[src/rtl/product_accumulator_valready.sv]
// product_accumulator_valready: sums NUM_TERMS signed products into one valid/ready result (ACC_SATURATE_EN selects saturating adds)
module product_accumulator_valready #(
  parameter int PROD_WIDTH = 32,
  parameter int ACC_WIDTH  = 40,
  parameter int NUM_TERMS  = 4
) (
  input  logic                                 clk,
  input  logic                                 reset,
  input  logic                                 prod_valid,
  output logic                                 prod_ready,
  input  logic signed [PROD_WIDTH-1:0]         product,
  output logic                                 acc_valid,
  input  logic                                 acc_ready,
  output logic signed [ACC_WIDTH-1:0]          acc_result,
  output logic [$clog2(NUM_TERMS+1)-1:0]       term_count
);
  localparam int CW = $clog2(NUM_TERMS+1);
  typedef enum logic [1:0] {IDLE, ACCUM, HOLD} state_t;
  state_t state, state_next;
  logic signed [ACC_WIDTH-1:0] acc, ext, sum;
  logic prod_hs, res_hs, last;
  assign prod_ready = state != HOLD;
  assign acc_valid  = state == HOLD;
  assign prod_hs    = prod_valid && prod_ready;
  assign res_hs     = acc_valid && acc_ready;
  assign last       = term_count == CW'(NUM_TERMS-1);
  assign ext        = ACC_WIDTH'(product);
`ifdef ACC_SATURATE_EN
  logic signed [ACC_WIDTH-1:0] raw;
  logic ovf;
  assign raw = acc + ext;
  // overflow only when both operands share a sign the sum lacks
  assign ovf = (acc[ACC_WIDTH-1] == ext[ACC_WIDTH-1]) && (raw[ACC_WIDTH-1] != acc[ACC_WIDTH-1]);
  assign sum = !ovf ? raw : acc[ACC_WIDTH-1] ? {1'b1, {(ACC_WIDTH-1){1'b0}}} : {1'b0, {(ACC_WIDTH-1){1'b1}}};
`else
  assign sum = acc + ext;
`endif
  always_comb begin
    state_next = state;
    state_next = state == HOLD ? (res_hs ? IDLE : HOLD) : (prod_hs ? (last ? HOLD : ACCUM) : state);
  end
  always_ff @(posedge clk) begin
    if (reset) state <= IDLE;
    else       state <= state_next;
  end
  always_ff @(posedge clk) begin
    if (reset) begin
      acc        <= '0;
      acc_result <= '0;
      term_count <= '0;
    end else if (res_hs) begin
      acc        <= '0;
      term_count <= '0;
    end else if (prod_hs) begin
      acc        <= sum;
      term_count <= term_count + 1'b1;
      if (last) acc_result <= sum;
    end
  end
endmodule
[config.mk]
export PLATFORM = sky130hd
export DESIGN_NAME = product_accumulator_valready
export DESIGN_NICKNAME = d
export VERILOG_FILES = /design/src/rtl/product_accumulator_valready.sv
export SDC_FILE = /design/constraint.sdc
export NUM_CORES = 1
export LEC_CHECK = 0
export ABC_CLOCK_PERIOD_IN_PS = 3000
export CORE_UTILIZATION = 35
export DETAILED_ROUTE_END_ITERATION = 8
export SLEW_MARGIN = 20
export SYNTH_ARGS = -nofsm -noshare
export SYNTH_HDL_FRONTEND = slang
export SYNTH_SLANG_ARGS = --single-unit
[constraint.sdc]
create_clock -name clk -period 3 [get_ports clk]
set_input_delay 0.45 -clock clk [delete_from_list [all_inputs] [get_ports clk]]
set_output_delay 0.45 -clock clk [all_outputs]
set_load 0.005 [all_outputs]
==> results.cfg <==
[outcome]
outcome = finished clean

[timing]
finalCriticalPeriod_ns = 2.94
setup_viol = 0
fmaxAchievable_ghz = 0.340
rsz0062_at_grt = no
skew_ns = 0.00578
drv_slew = 0
worst-slew-pin-transition_ns = 1.13
hold_viol = 0
period_share_pct = 97.9
setup_tns_ns = 0
slew_headroom_pct = 24.1
hold_ws_ns = 0.453

[power_and_ir_drop]
pwr_density_cell_nw_per_um2 = 536
power_uw = 4060
power.leakage_uw = 0.00314
peakVddDrop_mv = 0.293

[cts]
root_buffer = clkbuf_16
numCtsBuffers = 9
clock_latency_ns = 0.35
cts_hold_buf = 0
clock_sinks = 85
cts_tree = built
clk_pin_slew_worst_paths_ns = 0.06
cts.path.max_buffers = 2
ctsHtreeMaxLevel = 3

[synthesis]
synth_edf_count = 0
synth_area_sq_um = 5520
yosys_warnings = 0
yosysTopAreaCellShare_pct = 30.9
yosysMostFrequentCell = nand2_1
ys_types = 62
synth-compound-area-share_pct = 28.0
synthMuxAreaShare_pct = 0.544
synthFlopType = dfxtp_1
synth_cells = 722
synth_top_family_by_area = compound AO/OA/AOI/OAI gates
yosys-top-cells-count = nand2_1, a21oi_1, dfxtp_1
syn_area_per_cell_sq_um = 7.64
synthTopCellsByArea = dfxtp_1, nand2_1, ha_1, a21oi_1, xnor2_1
synthArstFlopShare_pct = 0
syn-num-nets = 800
synth_xor_area_share_pct = 5.72
synth_seq_cells = 85
yosysSeqAreaShare_pct = 30.9
synth_top_area_cell = dfxtp_1
synth_fa_ha_area_share_pct = 9.66
synth-simple-area-share_pct = 21.1

[global_route]
grt_use_total_pct = 23.4
grt_max_degree = 44
antenna_found_initial = 0
grt_overflow = 0
grt_pass1_wl_um = 29600
grt_pass1_vias = 5800

[routing]
drc = 0
routedWlPerCell_um = 17.0
drt_iter0_drc = 363
num_vias = 5933
wl_um = 18600
drt_pass1_iterations = 5
ant_nets = 0
viasPerCell = 5.43

[finish]
seq_area_sq_um = 1700
multi_input_area_sq_um = 3630
fin_area_sq_um = 7560
nets = 955
syn2layout_area_growth_pct = 37.1
antennaDiodeCount = 0
fillers = 1506
final_layout_size_suffix_gt1_share_pct = 16.7
final_cells = 1093

[job]
max_cap_viol_count = 0

[worst_setup_path]
cp_max_fo = 4
cp.required_ns = 3.24
critPathKind = primary input to flip-flop
crit_path_end_kind = flip-flop
arrival_ns = 3.18
start_kind = primary input
rrSetupSlack_ns = 0.27

[floorplan]
dieArea_sq_um = 16300
io_pins = 81
core-area_sq_um = 15300
initial_utilization_pct = 36.0
std_cell_rows = 45
fp.dieW_um = 128
die_h_um = 128

[min_path]
hold_path.class = flip-flop to flip-flop

[placement]
placed_area_sq_um = 7250
dp.cells = 1076
place.gp.congestion = 0.969
place_hpwl_um = 14400
port_buffers = 80
## metrics by stage
step           utilization (%)  setup slack (ns)
2_1_floorplan                -             0.181
3_3_place_gp              47.3            -0.368
3_5_place_dp              47.3            -0.394
4_1_cts                   49.1            0.0141
5_1_grt                   49.4            0.0244
6_report                  49.4            0.0616
## metal layers
| metal | vias to the layer above | GRT usage (%) | wire [um] |
|---|---|---|---|
| met1 | 2825 | 30.3 | 8780 |
| li1 | 2926 | - | - |
| met5 | - | 0 | 0 |
| met4 | 0 | 9.87 | 545 |
| met2 | 147 | 37.9 | 8570 |
| met3 | 35 | 4.48 | 708 |
## worst paths after layout
kind                               startpoint                           to  cells after the start
setup / recovery                   product[0]         acc[28]$_SDFFE_PP0P_                     11
hold / removal    acc_result[27]$_SDFFE_PP0P_  acc_result[27]$_SDFFE_PP0P_                      2
setup reg to reg          acc[0]$_SDFFE_PP0P_         acc[28]$_SDFFE_PP0P_                     10
hold reg to reg   acc_result[27]$_SDFFE_PP0P_  acc_result[27]$_SDFFE_PP0P_                      2
## critical path: stages
cell and delay [ns]:
clkdlybuf4s50_1 0.40, ha_1 0.23, fa_2 0.36, a211oi_2 0.22, o21ai_2 0.11, o221a_4 0.27, a311o_2 0.36, a31oi_4 0.32
o31a_1 0.22, xor2_1 0.17, o21ai_1 0.07
## state kept, by name, summed over array words and instances, names as in the netlist
register,count
acc,40
acc_result,40
term_count,3
state,2
## timing repair
action / in CTS / in global routing
gates cloned: 0 / 0
gates resized for setup: 1 / 6
endpoints found under the setup margin: 2 / 16
setup buffers: 1 / 0
pin swaps: 5 / 5
## layout make-up
| class | count | area share (%) |
|---|---|---|
| timing repair buffer | 191 | 21.8 |
| clock buffer | 10 | 3.03 |
| sequential | 85 | 22.5 |
| clock inverter | 6 | 0.529 |
| multi-input combinational | 578 | 48.0 |
| inverter | 12 | 0.596 |
| tap | 211 | 3.49 |
## logic make-up after synthesis
| kind of cell | after synthesis |
|---|---|
| AO/OA/AOI/OAI | 235 |
| XOR/XNOR | 36 |
| adder cells (fa/ha/maj) | 42 |
| buffers and inverters | 59 |
| flip-flops | 85 |
| multiplexers | 3 |
| AND/OR/NAND/NOR | 262 |
## layout by cell type (no fill, tap or decap), types with 5 or more instances in the layout
cell type / n
nand2_1: 143
buf_4: 109
a21oi_1: 93
dfxtp_1: 85
clkdlybuf4s50_1: 80
ha_1: 41
nor2_1: 36
xnor2_1: 23
a21o_1: 20
nand4_1: 20
nor3_1: 19
nand3_1: 19
o21ai_0: 17
o21ai_1: 15
inv_1: 12
a31oi_1: 12
xor2_1: 11
a22o_1: 10
o211ai_1: 9
a211oi_1: 9
clkbuf_16: 9
o221ai_1: 5
or3_1: 5
## power breakdown
group	total, uW	leakage (uW)	internal (uW)	switching, uW
clock	1040	0.000132	560	485
combinational	1730	0.00232	793	936
sequential	1280	0.000694	1230	57.1
total	4060	0.00314	2580	1480
Note: power is estimated with default switching activity, not from simulation.
